==> src/rtl/overture_pkg.sv <==
// Shared encodings for the overture CPU: instruction classes, ALU ops,
// branch condition codes, the I/O register selector and the control FSM states.
package overture_pkg;

    localparam logic [1:0] CLS_IMM  = 2'b00;
    localparam logic [1:0] CLS_CALC = 2'b01;
    localparam logic [1:0] CLS_COPY = 2'b10;
    localparam logic [1:0] CLS_COND = 2'b11;

    localparam logic [2:0] OP_OR   = 3'd0;
    localparam logic [2:0] OP_NAND = 3'd1;
    localparam logic [2:0] OP_NOR  = 3'd2;
    localparam logic [2:0] OP_AND  = 3'd3;
    localparam logic [2:0] OP_ADD  = 3'd4;
    localparam logic [2:0] OP_SUB  = 3'd5;
    localparam logic [2:0] OP_XOR  = 3'd6;
    localparam logic [2:0] OP_HALT = 3'd7;

    localparam logic [2:0] CC_NEVER  = 3'd0;
    localparam logic [2:0] CC_EQZ    = 3'd1;
    localparam logic [2:0] CC_LTZ    = 3'd2;
    localparam logic [2:0] CC_LEZ    = 3'd3;
    localparam logic [2:0] CC_ALWAYS = 3'd4;
    localparam logic [2:0] CC_NEZ    = 3'd5;
    localparam logic [2:0] CC_GEZ    = 3'd6;
    localparam logic [2:0] CC_GTZ    = 3'd7;

    localparam logic [2:0] IO_SEL = 3'd6;

    typedef enum logic [1:0] {
        ST_IDLE   = 2'd0,
        ST_RUN    = 2'd1,
        ST_STEP   = 2'd2,
        ST_HALTED = 2'd3
    } state_t;

endpackage

==> src/rtl/overture_alu.sv <==
// Combinational datapath: r1/r2 logic and arithmetic ops plus the signed
// condition test on r3 used by conditional jumps.
module overture_alu
    import overture_pkg::*;
#(
    parameter int DATA_W = 8
) (
    input  logic [DATA_W-1:0] a,
    input  logic [DATA_W-1:0] b,
    input  logic [DATA_W-1:0] cmp,
    input  logic [2:0]        op,
    input  logic [2:0]        cc,
    output logic [DATA_W-1:0] y,
    output logic              taken
);

    logic zero_s;
    logic neg_s;

    assign zero_s = (cmp == {DATA_W{1'b0}});
    assign neg_s  = cmp[DATA_W-1];

    // Arithmetic and logic result; HALT produces no value.
    always_comb begin
        case (op)
            OP_OR:   y = a | b;
            OP_NAND: y = ~(a & b);
            OP_NOR:  y = ~(a | b);
            OP_AND:  y = a & b;
            OP_ADD:  y = a + b;
            OP_SUB:  y = a - b;
            OP_XOR:  y = a ^ b;
            default: y = {DATA_W{1'b0}};
        endcase
    end

    // Branch decision on the sign and zero flags of cmp.
    always_comb begin
        case (cc)
            CC_NEVER:  taken = 1'b0;
            CC_EQZ:    taken = zero_s;
            CC_LTZ:    taken = neg_s;
            CC_LEZ:    taken = neg_s | zero_s;
            CC_ALWAYS: taken = 1'b1;
            CC_NEZ:    taken = ~zero_s;
            CC_GEZ:    taken = ~neg_s;
            CC_GTZ:    taken = ~neg_s & ~zero_s;
            default:   taken = 1'b0;
        endcase
    end

endmodule

==> src/rtl/overture_cpu_ext.sv <==
// Overture accumulator-style CPU with run/step/restart control, a writable
// program memory, a stalling input port and a strobed output register.
module overture_cpu_ext
    import overture_pkg::*;
#(
    parameter int  DATA_W     = 8,
    parameter int  PROG_DEPTH = 256,
    localparam int PC_W       = $clog2(PROG_DEPTH)
) (
    input  logic              clk,
    input  logic              reset,
    input  logic              run,
    input  logic              step,
    input  logic              restart,
    input  logic              prog_we,
    input  logic [PC_W-1:0]   prog_addr,
    input  logic [7:0]        prog_data,
    input  logic [DATA_W-1:0] in_port,
    input  logic              in_valid,
    output logic              in_ready,
    output logic [DATA_W-1:0] out_port,
    output logic              out_valid,
    output logic [PC_W-1:0]   pc,
    output logic [7:0]        instr_debug,
    output logic              halted,
    input  logic [2:0]        dbg_sel,
    output logic [DATA_W-1:0] dbg_reg
);

    localparam logic [PC_W-1:0] PC_ONE = {{(PC_W-1){1'b0}}, 1'b1};

    logic [7:0]              mem_q [PROG_DEPTH];
    state_t                  state_q, state_d;
    logic [PC_W-1:0]         pc_q, pc_d;
    logic [5:0][DATA_W-1:0]  regs_q, regs_d;
    logic [DATA_W-1:0]       out_port_q, out_port_d;
    logic                    out_valid_q, out_valid_d;
    logic                    halted_q, halted_d;
    logic                    stall_q, stall_d;

    logic [7:0]              instr_s;
    logic [1:0]              cls_s;
    logic [2:0]              src_s;
    logic [2:0]              dst_s;
    logic                    exec_s;
    logic                    in_ready_s;
    logic                    prog_wr_s;
    logic [DATA_W-1:0]       alu_y_s;
    logic                    taken_s;
    logic [DATA_W-1:0]       copy_val_s;

    assign instr_s = mem_q[pc_q];
    assign cls_s   = instr_s[7:6];
    assign src_s   = instr_s[5:3];
    assign dst_s   = instr_s[2:0];

    overture_alu #(.DATA_W(DATA_W)) u_alu (
        .a     (regs_q[1]),
        .b     (regs_q[2]),
        .cmp   (regs_q[3]),
        .op    (dst_s),
        .cc    (dst_s),
        .y     (alu_y_s),
        .taken (taken_s)
    );

    // COPY source operand: register, input port, or constant zero.
    always_comb begin
        if (src_s == IO_SEL) begin
            copy_val_s = in_port;
        end else if (src_s < 3'd6) begin
            copy_val_s = regs_q[src_s];
        end else begin
            copy_val_s = {DATA_W{1'b0}};
        end
    end

    // Next-state, program counter and register-file update for one cycle.
    always_comb begin
        state_d     = state_q;
        pc_d        = pc_q;
        regs_d      = regs_q;
        out_port_d  = out_port_q;
        out_valid_d = 1'b0;
        stall_d     = 1'b0;
        exec_s      = 1'b0;
        in_ready_s  = 1'b0;
        if (restart) begin
            state_d = ST_IDLE;
            pc_d    = {PC_W{1'b0}};
        end else begin
            case (state_q)
                ST_IDLE: begin
                    if (run) begin
                        state_d = ST_RUN;
                    end else if (step) begin
                        state_d = ST_STEP;
                    end else begin
                        state_d = ST_IDLE;
                    end
                end
                // A stalled input COPY keeps executing even after run drops.
                ST_RUN: begin
                    exec_s  = run | stall_q;
                    state_d = (run | stall_q) ? ST_RUN : ST_IDLE;
                end
                ST_STEP:   exec_s  = 1'b1;
                ST_HALTED: state_d = ST_HALTED;
                default:   state_d = ST_IDLE;
            endcase
            if (exec_s) begin
                pc_d    = pc_q + PC_ONE;
                state_d = (state_q == ST_STEP || !run) ? ST_IDLE : ST_RUN;
                case (cls_s)
                    CLS_IMM: regs_d[0] = DATA_W'(instr_s[5:0]);
                    CLS_CALC: begin
                        if (dst_s == OP_HALT) begin
                            pc_d    = pc_q;
                            state_d = ST_HALTED;
                        end else begin
                            regs_d[3] = alu_y_s;
                        end
                    end
                    CLS_COPY: begin
                        in_ready_s = (src_s == IO_SEL);
                        if (src_s == IO_SEL && !in_valid) begin
                            pc_d    = pc_q;
                            state_d = state_q;
                            stall_d = 1'b1;
                        end else if (dst_s == IO_SEL) begin
                            out_port_d  = copy_val_s;
                            out_valid_d = 1'b1;
                        end else if (dst_s < 3'd6) begin
                            regs_d[dst_s] = copy_val_s;
                        end else begin
                            regs_d = regs_q;
                        end
                    end
                    CLS_COND: begin
                        if (taken_s) begin
                            pc_d = PC_W'(regs_q[0]);
                        end else begin
                            pc_d = pc_q + PC_ONE;
                        end
                    end
                    default: pc_d = pc_q;
                endcase
            end else begin
                in_ready_s = 1'b0;
            end
        end
        halted_d = (state_d == ST_HALTED);
    end

    // Control and architectural state registers.
    always_ff @(posedge clk or posedge reset) begin
        if (reset) begin
            state_q     <= ST_IDLE;
            pc_q        <= {PC_W{1'b0}};
            regs_q      <= {(6*DATA_W){1'b0}};
            out_port_q  <= {DATA_W{1'b0}};
            out_valid_q <= 1'b0;
            halted_q    <= 1'b0;
            stall_q     <= 1'b0;
        end else begin
            state_q     <= state_d;
            pc_q        <= pc_d;
            regs_q      <= regs_d;
            out_port_q  <= out_port_d;
            out_valid_q <= out_valid_d;
            halted_q    <= halted_d;
            stall_q     <= stall_d;
        end
    end

    assign prog_wr_s = prog_we && (state_q == ST_IDLE || state_q == ST_HALTED);

    // Program memory write port; contents survive reset.
    always_ff @(posedge clk) begin
        if (prog_wr_s) begin
            mem_q[prog_addr] <= prog_data;
        end
    end

    // Debug readback of r0..r5; selectors 6 and 7 read zero.
    always_comb begin
        if (dbg_sel < 3'd6) begin
            dbg_reg = regs_q[dbg_sel];
        end else begin
            dbg_reg = {DATA_W{1'b0}};
        end
    end

    assign in_ready    = in_ready_s;
    assign out_port    = out_port_q;
    assign out_valid   = out_valid_q;
    assign pc          = pc_q;
    assign instr_debug = instr_s;
    assign halted      = halted_q;

endmodule

==> config.mk <==
export PLATFORM = sky130hd
export DESIGN_NAME = overture_cpu_ext
export DESIGN_NICKNAME = d
export VERILOG_FILES = /design/src/rtl/overture_pkg.sv /design/src/rtl/overture_alu.sv /design/src/rtl/overture_cpu_ext.sv
export SDC_FILE = /design/constraint.sdc
export NUM_CORES = 2
export LEC_CHECK = 0
export ABC_AREA = 1
export ABC_CLOCK_PERIOD_IN_PS = 5250
export CAP_MARGIN = 20
export CELL_PAD_IN_SITES_DETAIL_PLACEMENT = 0
export CELL_PAD_IN_SITES_GLOBAL_PLACEMENT = 1
export CORE_MARGIN = 2
export CORE_UTILIZATION = 45
export DETAILED_ROUTE_END_ITERATION = 6
export PLACE_DENSITY_LB_ADDON = 0.1
export SYNTH_ARGS = -nofsm -noshare
export SYNTH_HDL_FRONTEND = slang
export SYNTH_SLANG_ARGS = --single-unit
==> constraint.sdc <==
create_clock -name clk -period 5.25 [get_ports clk]
set_input_delay 1.05 -clock clk [delete_from_list [all_inputs] [get_ports clk]]
set_output_delay 1.05 -clock clk [all_outputs]
set_load 0.1 [all_outputs]
==> impl_metrics.toml <==
[run_status]
outcome = "finished with violations"
violations = "DRC, setup timing"

[clock_network]
h-tree-depth = 4
clk_path_buf_depth = 3
cts_tree = "yes"
root_buffer = "clkbuf_16"
cts_hold_buf = 0
clock_latency_ns = 0.87
clock_sinks = 2117
numCtsBuffers = 222
path_clk_slew_ns = 0.07

[critical_path]
startpoint = "pc[1]"
critPathLaunchType = "register"
criticalPathCategory = "reg2out"
worstSetupEndpointType = "primary output"
rr_worst_depth = 42
regToRegSetupSlack_ns = 0.28
required_ns = 4.20
r2r_start = "pc[0]"
timing.rr.end = "regs_q[31]"
crit_end = "in_ready"
cp.arrival_ns = 4.24
crit_fanout = 10

[yosys]
yosysTopAreaCellShare_pct = 69.6
yosysWarningCount = 0
syn-num-nets = 7689
synth-main-ff-cell = "edfxtp_1"
ys_top_cells_by_area = "edfxtp_1 (70%), nand3_1 (8.9%), nand2_1 (7.7%), nor2_1 (2.9%), o21ai_0 (2.1%)"
synthCells = 7622
ys_seq_area_share_pct = 71.6
synth_enable_flop_cells = 2048
synth_area_leader_cell = "edfxtp_1"
syn-cell-area_um2 = 88400
synth_area_per_cell_um2 = 11.6
synthTopCellsByCount = "edfxtp_1 (2048), nand2_1 (1818), nand3_1 (1569)"
ys_seq_elements = 2117
postSynth.asyncResetShare_pct = 3.26
yosysMostFrequentCell = "edfxtp_1"
synth_cell_type_count = 44

[grt]
grt_pass1_wl_um = 407000
grt_max_degree = 126
grt_overflow = 0
antenna_found_initial = 9
grt_pass1_vias = 59000
globalRouteTotalUtil_pct = 27.7

[floorplanning]
coreArea_um2 = 195000
ios = 69
start_util_pct = 45.3
die_x_um = 447
die-height_um = 447
row_count = 162
dieArea_um2 = 200000

[placement]
placed_cell_area_um2 = 95600
dp_hpwl_um = 171000
post-place-ws_ns = 0.0360
io_buffers = 68
gp_congestion = 0.849

[sta]
rsz0062_at_grt = "yes"
period_share_pct = 101
period_needed_ns = 5.29
setup_slack_ns = -0.0352
maxSlewViolCount = 0
finalSetupViolCount = 1
clock_skew_ns = 0.0356
fmax_mhz = 189
max-slew-margin-rel_pct = 25.1
tightest_slew_ns = 1.12
hold_viol_final = 0

[drt]
wl_per_cell_um = 26.4
first_pass_iters = 7
vias = 62800
final_antenna_net_count = 0
routed_wl_um = 290000
viasPerCell = 5.72
drt-initial-drc-count = 7031
post-route-drc-count = 2

[cells_and_area]
drive_gt1_share_pct = 15.5
fin_nets = 8250
fillers = 16700
final_area_um2 = 106000
syn_to_final_growth_pct = 20.5

[hold_path]
hold_class = "in2async"

[pwr]
irDropWorstVdd_uv = 352
p_leak_nw = 38.2
p_per_area_nw_per_um2 = 435

[job]
max_cap_violations = 0
-- metal layers --
layer,share of wire (%),vias to the layer above,global-route usage (%)
met2,47,2435,43.6
met1,43,31600,39.9
met5,0.0045,-,0
li1,-,28300,-
met3,7.4,411,3.72
met4,3.1,2,8.55
-- cell type report --
type | count | area [um^2] | area share [%]
clock buffers | 279 | 5890 | 5.53
diodes | 2 | 5.00 | 0.00470
inverters | 141 | 587 | 0.551
clock inverters | 122 | 1060 | 0.998
repair buffers | 842 | 9630 | 9.05
flip-flops and latches | 2117 | 63200 | 59.4
repair inverters | 3 | 57.6 | 0.0541
multi-input cells | 4856 | 22700 | 21.3
well taps | 2624 | 3280 | 3.08
-- how the worst min path moves through the flow --
stage | end | startpoint | slack (ns)
after floorplan | regs_q[24] | regs_q[24] | 0.49
after global placement | out_port[2] | out_port[2] | 0.51
after detailed placement | out_port[1] | out_port[1] | 0.52
after CTS | stall_q | reset | 0.32
after global routing | stall_q | reset | 0.35
final | stall_q | reset | 0.38
-- cells in the final DEF, fill, tap and decap left out, drive strengths merged, types with 11 or more instances in the layout --
cell type,count
nor3,11
o211ai,16
a21oi,34
o22ai,177
bufinv,16
nor2,700
clkinv,103
dfrtp,69
edfxtp,2048
nand3,1574
clkbuf,323
clkdlybuf4s50,43
inv,142
ha,32
o21ai,446
nand2,1829
buf,748
-- power by group --
group | internal [mW] | total, mW | switching (mW)
Sequential | 18.7 | 18.9 | 0.208
Combinational | 4.28 | 12.1 | 7.85
Clock | 8.66 | 15.2 | 6.58
Total | 31.7 | 46.3 | 14.6
-- what timing repair did --
| item | 4_1_cts | 5_1_grt |
|---|---|---|
| setup endpoints to repair | 7 | 8 |
| pin swaps | 8 | 71 |
| setup buffers | 13 | 125 |
| gates resized for setup | 57 | 274 |
| cloned | 8 | 47 |
-- metrics by stage --
stage	power (mW)	hold slack [ns]	instances	utilization [%]	TNS (ns)
2_1_floorplan	25.4	0.493	7622	-	0
3_3_place_gp	29.7	0.515	10400	49.0	-0.137
3_5_place_dp	29.7	0.517	10400	49.0	0
4_1_cts	45.1	0.319	10800	53.0	-0.382
5_1_grt	48.1	0.353	11000	54.6	-0.201
6_report	46.3	0.379	11000	54.6	-0.0352
-- state kept, by name (all words and copies together), names as in the netlist --
signal and cells:
out_port 8, state_q 2, stall_q 1, regs_q 48, mem_q 2048, halted 1
out_valid 1, pc 8
-- worst max-delay path, cell delays in order (launching register included) --
cell     delay (ns)
dfrtp_4        0.57
inv_16         0.14
buf_16         0.15
buf_4          0.13
buf_4          0.12
o21ai_0        0.09
o22ai_1        0.21
o21ai_1        0.13
o22ai_2        0.32
nor2_1         0.08
o22ai_1        0.17
buf_4          0.17
nand2_2        0.08
nand2_2        0.09
inv_2          0.04
o21ai_4        0.24
ha_4           0.19
nand2_4        0.06
nor2_4         0.16
buf_12         0.18
-- cells by family (layout without fill, tap and decap cells) --
family	after synthesis	in the layout	synth area share [%]
compound gates	684	684	4.22
xor+xnor	13	13	0.129
fa+ha+maj	33	33	0.476
buf+inv	649	1387	3.63
flops	2117	2117	71.6
other cells	0	2	0
simple gates	4126	4126	20.0
Note: power is estimated with default switching activity, not from simulation.
